<file path="src/rtl/poly1305_seq_pkg.sv">
// poly1305_seq_pkg: shared definitions for the Poly1305 message sequencer.
//   seq_state_t  - sequencer FSM states
//   BLOCK_BYTES  - bytes per Poly1305 block
//   WORD_BYTES   - bytes per input stream word
//   PAD_BYTE     - pad byte appended after the last byte of a short block
package poly1305_seq_pkg;

  localparam int         BLOCK_BYTES = 16;
  localparam int         WORD_BYTES  = 4;
  localparam logic [7:0] PAD_BYTE    = 8'h01;

  typedef enum logic [2:0] {
    S_IDLE,
    S_FILL,
    S_LOAD,
    S_WAIT,
    S_DONE
  } seq_state_t;

endpackage

</file>
<file path="src/rtl/poly1305_blk_pack.sv">
// poly1305_blk_pack: packs 32-bit little-endian words into a 128-bit block.
// Ports:
//   clk, reset     - clock, asynchronous active-high reset
//   clear          - empty the buffer and rewind the word index
//   write          - store 'word' at the current word index, advance index
//   word           - incoming word, first byte in [7:0]
//   nbytes, last   - valid bytes of a final word (0 or >4 mean 4)
//   block          - buffer merged with the current word, padded when short
//   full_flag      - merged block holds 16 message bytes
//   n              - message bytes in the merged block (4*idx + valid bytes)
module poly1305_blk_pack
  import poly1305_seq_pkg::*;
(
  input  logic         clk,
  input  logic         reset,
  input  logic         clear,
  input  logic         write,
  input  logic [31:0]  word,
  input  logic [2:0]   nbytes,
  input  logic         last,
  output logic [127:0] block,
  output logic         full_flag,
  output logic [4:0]   n
);

  logic [127:0] buf_q;
  logic [1:0]   idx_q;
  logic [2:0]   eff_nbytes;
  logic [31:0]  word_masked;

  // The block view already contains the word being offered this cycle, so
  // the sequencer can capture a finished block on the same edge that accepts
  // the final word.
  always_comb begin
    // NOTE: every always_comb output gets a default first so no path leaves it
    // unassigned; otherwise synthesis infers a latch.
    eff_nbytes  = 3'd4;
    word_masked = '0;
    if (last && nbytes >= 3'd1 && nbytes <= 3'd4) begin
      eff_nbytes = nbytes;
    end
    // Bytes past the valid count are dropped so the pad lands on zeros.
    for (int b = 0; b < WORD_BYTES; b++) begin
      if (b < int'(eff_nbytes)) begin
        word_masked[8*b +: 8] = word[8*b +: 8];
      end
    end
    n         = {1'b0, idx_q, 2'b00} + {2'b00, eff_nbytes};
    full_flag = (n == 5'(BLOCK_BYTES));
    block     = buf_q;
    block[{idx_q, 5'b00000} +: 32] = word_masked;
    if (!full_flag) begin
      block[{n[3:0], 3'b000} +: 8] = PAD_BYTE;
    end
  end

  // NOTE: the buffer is reset along with the index; after an aborted message
  // stale bytes would otherwise sit above the pad position of the next block.
  always_ff @(posedge clk or posedge reset) begin
    if (reset) begin
      buf_q <= '0;
      idx_q <= '0;
    end else if (clear) begin
      buf_q <= '0;
      idx_q <= '0;
    end else if (write) begin
      buf_q[{idx_q, 5'b00000} +: 32] <= word_masked;
      idx_q                          <= idx_q + 2'd1;
    end
  end

endmodule

</file>
<file path="src/rtl/poly1305_seq.sv">
// poly1305_seq: message sequencer driving the poly1305 block core.
// Ports:
//   clk, reset                 - clock, asynchronous active-high reset
//   start, key_r, key_s        - begin a message, one-time key (IDLE only)
//   in_data/in_nbytes/in_last  - 32-bit message word stream
//   in_valid, in_ready         - word handshake
//   core_r/core_s/core_m       - core operands, stable while the core works
//   core_fb, core_first        - full-block and first-block qualifiers
//   core_ld                    - one-cycle block load strobe
//   core_p, core_rdy           - core tag and idle/result-valid
//   tag, tag_valid             - final tag and its one-cycle update pulse
//   busy                       - message in progress
module poly1305_seq
  import poly1305_seq_pkg::*;
(
  input  logic         clk,
  input  logic         reset,
  input  logic         start,
  input  logic [127:0] key_r,
  input  logic [127:0] key_s,
  input  logic [31:0]  in_data,
  input  logic [2:0]   in_nbytes,
  input  logic         in_last,
  input  logic         in_valid,
  output logic         in_ready,
  output logic [127:0] core_r,
  output logic [127:0] core_s,
  output logic [127:0] core_m,
  output logic         core_fb,
  output logic         core_first,
  output logic         core_ld,
  input  logic [127:0] core_p,
  input  logic         core_rdy,
  output logic [127:0] tag,
  output logic         tag_valid,
  output logic         busy
);

  seq_state_t   state;
  logic         first_flag;
  logic         last_flag;
  logic         accept;
  logic         blk_end;
  logic         pack_clear;
  logic [127:0] pack_block;
  logic         pack_full;
  logic [4:0]   pack_n;

  assign accept     = (state == S_FILL) && in_valid && in_ready;
  assign blk_end    = in_last || (pack_n == 5'(BLOCK_BYTES));
  assign pack_clear = ((state == S_IDLE) && start) ||
                      ((state == S_WAIT) && core_rdy && !last_flag);

  poly1305_blk_pack u_pack (
    .clk       (clk),
    .reset     (reset),
    .clear     (pack_clear),
    .write     (accept),
    .word      (in_data),
    .nbytes    (in_nbytes),
    .last      (in_last),
    .block     (pack_block),
    .full_flag (pack_full),
    .n         (pack_n)
  );

  // All outputs are registered and change only on state transitions.
  // NOTE: state uses non-blocking assignments so every register samples the
  // pre-edge values, independent of statement order.
  always_ff @(posedge clk or posedge reset) begin
    if (reset) begin
      state      <= S_IDLE;
      first_flag <= 1'b0;
      last_flag  <= 1'b0;
      in_ready   <= 1'b0;
      core_r     <= '0;
      core_s     <= '0;
      core_m     <= '0;
      core_fb    <= 1'b0;
      core_first <= 1'b0;
      core_ld    <= 1'b0;
      tag        <= '0;
      tag_valid  <= 1'b0;
      busy       <= 1'b0;
    end else begin
      case (state)
        S_IDLE: begin
          if (start) begin
            core_r     <= key_r;
            core_s     <= key_s;
            first_flag <= 1'b1;
            last_flag  <= 1'b0;
            busy       <= 1'b1;
            in_ready   <= 1'b1;
            state      <= S_FILL;
          end
        end
        S_FILL: begin
          if (accept && blk_end) begin
            core_m     <= pack_block;
            core_fb    <= pack_full;
            core_first <= first_flag;
            last_flag  <= in_last;
            in_ready   <= 1'b0;
            core_ld    <= 1'b1;
            state      <= S_LOAD;
          end
        end
        S_LOAD: begin
          core_ld    <= 1'b0;
          first_flag <= 1'b0;
          state      <= S_WAIT;
        end
        S_WAIT: begin
          // The core drops rdy on the edge that samples ld, so rdy seen here
          // always belongs to the block just loaded.
          if (core_rdy) begin
            if (last_flag) begin
              tag       <= core_p;
              tag_valid <= 1'b1;
              state     <= S_DONE;
            end else begin
              in_ready <= 1'b1;
              state    <= S_FILL;
            end
          end
        end
        S_DONE: begin
          tag_valid <= 1'b0;
          busy      <= 1'b0;
          state     <= S_IDLE;
        end
        default: state <= S_IDLE;
      endcase
    end
  end

endmodule

</file>
<file path="config.mk">
export PLATFORM = sky130hd
export DESIGN_NAME = poly1305_seq
export DESIGN_NICKNAME = d
export VERILOG_FILES = /design/src/rtl/poly1305_seq_pkg.sv /design/src/rtl/poly1305_blk_pack.sv /design/src/rtl/poly1305_seq.sv
export SDC_FILE = /design/constraint.sdc
export NUM_CORES = 2
export LEC_CHECK = 0
export CAP_MARGIN = 25
export CORE_AREA = 3 3 366 368
export CTS_CLUSTER_DIAMETER = 120
export DETAILED_ROUTE_END_ITERATION = 12
export DIE_AREA = 0 0 369 371
export PLACE_DENSITY = 0.45
export SYNTH_ARGS = -nofsm -noshare
export SYNTH_HDL_FRONTEND = slang
export SYNTH_SLANG_ARGS = --single-unit
</file>
<file path="constraint.sdc">
create_clock -name clk -period 30.2 [get_ports clk]
set_input_delay 4.53 -clock clk [delete_from_list [all_inputs] [get_ports clk]]
set_output_delay 4.53 -clock clk [all_outputs]
set_load 0.01 [all_outputs]
</file>
**After elaboration in Yosys (flattened, before gate mapping)**

Index checks and enable logic that the tools add are counted.

- $add $sub $neg: 4
- $lt $le $gt $ge: 6
- Equal/unequal tests: 10
- Shift-type cells: 4
- Mux-type cells: 32
- Reductions and logical operators: 29

Operators by type and width:

| operator | count |
|---|---|
| 2-to-1 mux 128 bit | 3 |
| bitwise mux 128 bit | 2 |
| variable shift 32 x 9 -> 128 bit, first input constant | 1 |
| variable shift 8 x 9 -> 128 bit, first input constant | 1 |
| variable part select 32 x 9 -> 128 bit | 1 |
| variable part select 8 x 9 -> 128 bit, first input constant | 1 |
| 2-to-1 mux 8 bit | 4 |
| negator 7 -> 9 bit | 2 |
| 2-to-1 mux 3 bit | 5 |
| case mux 3 bit (4 select lines) | 1 |
| AND reduction 3 bit | 4 |
| nonzero test 2 bit | 6 |
| case mux 1 bit (2 select lines) | 5 |
| AND reduction 2 bit | 5 |
| 2-to-1 mux 1 bit | 9 |
| logical AND 1 bit | 8 |
| inequality test 2 bit, second input constant | 4 |
| equality test 3 x 2 -> 1 bit, second input constant | 2 |
| < comparator 1 x 3 -> 1 bit, first input constant | 2 |
| < comparator 2 x 3 -> 1 bit, first input constant | 2 |
| adder 4 x 3 -> 5 bit | 1 |
| equality test 5 bit, second input constant | 1 |
| AND reduction 5 bit | 1 |
| 2-to-1 mux 2 bit | 2 |
| 11 further kinds | 12 |

- Bits in registers: 653
- Input port bits: 425
- Output and inout bits: 518
- Word-level logic and storage cells: 100

**Logic depth before layout (Yosys ltp)**

- Word-level depth: 10
- Depth in mapped cells: 12
- Mapped depth without buffers: 9

**Modules after synthesis**

Synthesis repeated with hierarchy kept, for this count alone.

- Cells, all modules: 1,974
- Area total of the unflattened synthesis: 27,269.9 um^2

Modules (own cells, without submodules):

| module | instances | cells each | area each (um^2) | seq. area each (um^2) |
|---|---|---|---|---|
| poly1305_seq | 1 | 1,135 | 19,812.8 | 13,087.6 |
| poly1305_blk_pack | 1 | 839 | 7,457.2 | 3,253.1 |

**Worst setup path before layout**

OpenSTA, ideal clock, no wires.

- Kind: in2reg
- Start point: input in_nbytes[2]
- End point: register state[1]
- Arrival time: 6,646 ps
- Required time: 30,074 ps
- Setup slack: 23,428 ps
- Stages on the path: 11
- Buffers on the path: 3
- Cell sequence: and2b_1 > o21ai_1 > buf_2 > ha_1 > ha_1 > nor2_1 > and3_1 > o21ai_4 > buf_2 > buf_2 > o21ai_1

- Word-level cells in the longest chain between the ends: 10
- Elaborated cells on any way between the ends: 11

RTL lines:

| what | RTL line | text |
|---|---|---|
| start: declaration | poly1305_seq.sv:22 | `input logic [2:0] in_nbytes,` |
| greater-or-equal comparator 3 x 1 -> 1 bit | poly1305_blk_pack.sv:39 | `if (last && nbytes >= 3'd1 && nbytes <= 3'd4) begin` |
| logical AND 1 bit (2 in series) | poly1305_blk_pack.sv:39 |  |
| 2-to-1 mux 3 bit (*) | poly1305_blk_pack.sv:39 |  |
| adder 4 x 3 -> 5 bit (*) | poly1305_blk_pack.sv:48 | `n = {1'b0, idx_q, 2'b00} + {2'b00, eff_nbytes};` |
| equality test 5 bit (*) | poly1305_seq.sv:50 | `assign blk_end = in_last \|\| (pack_n == 5'(BLOCK_BYTES));` |
| logical OR 1 bit (*) | poly1305_seq.sv:50 |  |
| logical AND 1 bit (*) | poly1305_seq.sv:99 | `if (accept && blk_end) begin` |
| inequality test 2 x 1 -> 1 bit (no source line) (*) | - |  |
| AND reduction 3 bit (no source line) (*) | - |  |
| end signal: assignment | poly1305_seq.sv:95 | `state <= S_FILL;` |
| end signal: assignment | poly1305_seq.sv:106 | `state <= S_LOAD;` |
| end signal: assignment | poly1305_seq.sv:112 | `state <= S_WAIT;` |
| end: declaration | poly1305_seq.sv:39 | `seq_state_t state;` |

Every way passes the cells marked *; elsewhere a longest branch is shown, timed or not.
A chain may end at the register's enable or synchronous reset.

**Final worst setup path**

- Start point: input in_last
- End point: register core_m[9]

- Word-level cells in the longest chain between the ends: 9
- Elaborated cells on any way between the ends: 23

RTL lines:

| what | RTL line | text |
|---|---|---|
| start: declaration | poly1305_seq.sv:23 | `input logic in_last,` |
| parallel branches: the longest is 9 deep, another holds negator 7 -> 9 bit | - |  |
| end signal: assignment | poly1305_seq.sv:100 | `core_m <= pack_block;` |
| end: declaration | poly1305_seq.sv:28 | `output logic [127:0] core_m,` |

Parallel ways; which one is timed is not known.

==> reports/summary.log <==
[status] status completed
[setup_path] arrival time of the worst setup path 8560 ps
[detailed_routing] number of iterations in the first detailed-routing pass 5
[floorplan] Die Outline Area 137000 um^2
[setup_path] type of the setup path with the least slack primary input to flop
[cells_and_area] most common cell after layout, fill and taps aside sky130_fd_sc_hd__clkdlybuf4s50_1
[cells_and_area] fraction of layout cells with a size suffix above 1 0.204
[min_path] Hold Crit Depth 2
[power_and_ir_drop] highest ir drop seen on vdd 0.0000568 V
[clocking] quantity of gates resized following cts 0
[power_and_ir_drop] overall power of the completed layout 4.00 mW
[floorplan] die height 371 um
[global_route] All-Layer GR Usage 0.161
[timing] setup tns final 0 ps
[placement] pre-CTS worst setup slack 21480 ps
[cells_and_area] area of all placed cells without fillers 39700 um^2
[synthesis] Async SR Flop Fraction 1.00
[setup_path] Slowest-stage cell, CP sky130_fd_sc_hd__buf_4
[timing] Hold Slack 472 ps
[global_route] maximum number of pins on one net before global-route repair 167
[setup_path] element type at the critical path end flop
[power_and_ir_drop] static leakage 16.2 nW
[clocking] clock buffers created by TritonCTS 84
[setup_path] sort of element at the start of the critical path primary input
[timing] post-layout min period 8030 ps
[clocking] # H-tree levels 3
[job] number of max-cap violations 0
[timing] Max Fclk 124 MHz
[synthesis] Synth cell types 55
[setup_path] Worst EP required 30730 ps
[synthesis] Top FF cell, synth sky130_fd_sc_hd__dfrtp_1
[synthesis] synthesized netlist net count 2239
[placement] total half-perimeter wirelength after legalization and detailed placement 87400 um
[cells_and_area] number of nets at the end of the flow 3168
[timing] Final Cycle Share 0.266
[floorplan] row count 133
[floorplan] Die X 369 um
[setup_path] FF-to-FF Start u_pack.idx_q[0]
[timing] setup repair after global routing missed its margin false
[timing] Max-Slew Margin vs Limit 0.274
[detailed_routing] final wirelength 115000 um
[setup_path] Worst Reg2Reg Path Length in Cells 9
[setup_path] buffer and inverter count on the worst path 4
[setup_path] register-to-register setup slack 26590 ps
[power_and_ir_drop] power density normalized to cell area 101 nW/um^2
[setup_path] CP peak stage delay 720 ps
[setup_path] cell occurring most often along the worst timing path sky130_fd_sc_hd__buf_4
[clocking] maximum clock path buffer count 3
[synthesis] Warnings, synthesis 0
[detailed_routing] total number of vias 19.1k
[min_path] Hold Crit Endpoint core_first
[placement] final weighted congestion of routability-driven global placement 0.790
[global_route] number of antenna violations at the first check in global routing 26
[cells_and_area] area added between synthesis and finish 54.7%
[synthesis] count of state elements after synthesis 653
[timing] clock skew 25.4 ps
[placement] cell area reported after detailed placement 37000 um^2
[cells_and_area] commonest cells after routing, fill and taps aside sky130_fd_sc_hd__clkdlybuf4s50_1 (942), sky130_fd_sc_hd__dfrtp_1 (653), sky130_fd_sc_hd__mux2_2 (384)
[synthesis] number of flops mapped to enable cells by yosys 0
[floorplan] core region area 131000 um^2
[synthesis] sequential area share after synthesis 0.637
[synthesis] Mapped Avg Cell Area 14.2 um^2
[setup_path] largest fanout on the critical path 66
[clocking] Clock Tree Root sky130_fd_sc_hd__clkbuf_16
[timing] Max Transition Viols Final 0
[timing] Final Worst Setup Slack 22170 ps
[clocking] TritonCTS clock tree done
[min_path] min-delay src first_flag
[detailed_routing] Antenna Nets Post-Route 0
[floorplan] Initial Utilization 0.196
[detailed_routing] remaining routing DRC violations 0
[synthesis] count of mapped cells out of synthesis 1803
[timing] transition time at the pin with the least slew margin 1090 ps
[placement] number of buffer cells added on primary ports 942
[clocking] clock-pin slew on the worst setup and hold paths 60 ps
[detailed_routing] via/cell ratio 4.20
[setup_path] sequence of cells on the critical path clkdlybuf4s50_1, and2b_1, o21ai_1, buf_4, ha_1, ha_1, nor2_1, and3_1, o21ai_4, buf_4, buf_4, a31oi_2, a22o_1
[global_route] remaining global-route overflow 0
[synthesis] summed instance area of the synthesized netlist 25700 um^2
[clocking] total number of clock tree sinks 653
[detailed_routing] Routed wire per std cell 25.3 um
[setup_path] gate family responsible for the most delay along the worst path buffers and inverters
[min_path] worst hold path class flop to flop
[timing] Fin. Hold Viols 0
[setup_path] Worst R2R End core_m[9]
[floorplan] Top-Level Pins 943
[global_route] global-route wire length before repair 159000 um
[timing] count of endpoints failing setup in the final report 0
[clocking] Clk Latency, worst-skew pair 670 ps
[global_route] vias in the first global route 19.7k
[clocking] hold_buf cts 0
[detailed_routing] First DRT Iteration DRCs 1230
[clocking] post-CTS setup buffers 0
## how the worst max path moves through the flow
stage,startpoint,endpoint,slack (ps),depth (start not counted)
floorplan,reset,busy,7370,1
finish,in_last,core_m[9],22170,13
detailed placement,in_last,core_m[9],21480,13
global placement,in_last,core_m[10],21500,13
global route,in_last,core_m[12],21910,13
CTS,in_last,core_m[10],22190,13
## power by group
| part | switching [mW] | internal [mW] | leakage (nW) |
|---|---|---|---|
| clock | 0.406 | 0.584 | 1.31 |
| sequential | 0.187 | 1.20 | 8.28 |
| combinational | 0.766 | 0.859 | 6.65 |
| total | 1.36 | 2.64 | 16.2 |
## cells in the mapped netlist (2+ instances only)
master	instances	share of area
sky130_fd_sc_hd__and2_1	8	0.0020
sky130_fd_sc_hd__dfrtp_1	653	0.64
sky130_fd_sc_hd__a31oi_1	4	0.00097
sky130_fd_sc_hd__o2bb2ai_1	20	0.0068
sky130_fd_sc_hd__buf_6	4	0.0018
sky130_fd_sc_hd__a22oi_1	52	0.015
sky130_fd_sc_hd__inv_1	12	0.0018
sky130_fd_sc_hd__a32oi_1	4	0.0014
sky130_fd_sc_hd__nor2_2	2	0.00049
sky130_fd_sc_hd__a21oi_4	5	0.0032
sky130_fd_sc_hd__and2_0	11	0.0027
sky130_fd_sc_hd__inv_2	3	0.00044
sky130_fd_sc_hd__o22ai_1	9	0.0022
sky130_fd_sc_hd__o21a_1	2	0.00058
sky130_fd_sc_hd__o21ai_2	3	0.0010
sky130_fd_sc_hd__nor2b_1	2	0.00049
sky130_fd_sc_hd__a21oi_1	14	0.0027
sky130_fd_sc_hd__nor2_1	23	0.0034
sky130_fd_sc_hd__a22o_1	205	0.070
sky130_fd_sc_hd__mux2_2	384	0.17
sky130_fd_sc_hd__nand2b_1	2	0.00049
sky130_fd_sc_hd__buf_1	8	0.0012
sky130_fd_sc_hd__o22a_1	6	0.0020
sky130_fd_sc_hd__o21ai_1	49	0.0096
sky130_fd_sc_hd__buf_4	4	0.0012
sky130_fd_sc_hd__nand2_1	113	0.017
sky130_fd_sc_hd__o31ai_1	2	0.00058
sky130_fd_sc_hd__a21oi_2	5	0.0017
sky130_fd_sc_hd__o21ai_0	34	0.0066
sky130_fd_sc_hd__nand3_1	5	0.00097
sky130_fd_sc_hd__buf_2	75	0.015
sky130_fd_sc_hd__and3_1	4	0.00097
sky130_fd_sc_hd__xnor2_1	3	0.0010
sky130_fd_sc_hd__a31oi_2	4	0.0020
sky130_fd_sc_hd__ha_1	11	0.0054
sky130_fd_sc_hd__nor3_1	3	0.00058
sky130_fd_sc_hd__clkbuf_1	37	0.0054
## kinds of logic after synthesis
kind of cell / share of synthesized area
and+or+nand+nor: 0.0328
AOI/OAI and AO/OA: 0.129
buffers and inverters: 0.0263
xor gates and xnor gates: 0.00137
DFF: 0.637
adders and majority gates: 0.00536
muxes: 0.168
## final cells by class
cell class	count	area [um^2]
tap	1755	2200
antenna	7	17.5
clock buffer	131	2490
timing repair buffer	971	9720
inverter	15	63.8
multi-input combinational	1007	8680
fill	13400	91400
sequential	653	16300
clock inverter	17	198
## tightest hold or removal path, delay by kind of cell, from the launching register on
kind / cells / cell delay [ps]
AND/OR/NAND/NOR: 2 / 100
flip-flops: 1 / 340
## sequential cells by signal, indices dropped and copies added (netlist names), 2 cells and up
signal,cells
core_r,128
u_pack.buf_q,128
core_s,128
tag,128
state,3
u_pack.idx_q,2
core_m,128
## per-stage QoR
step            util  std cells
3_3_place_gp   0.282       4398
2_1_floorplan      -       1803
6_report       0.303       4556
3_5_place_dp   0.282       4400
5_1_grt        0.303       4552
4_1_cts        0.303       4548
## per-layer routing
metal	track usage	routed length, um	share of wire
met1	0.213	49700	0.43
met2	0.252	53300	0.46
met3	0.0553	9660	0.084
met4	0.0412	2630	0.023
met5	0	29	0.00025
Power figures use the tool's default switching activity.
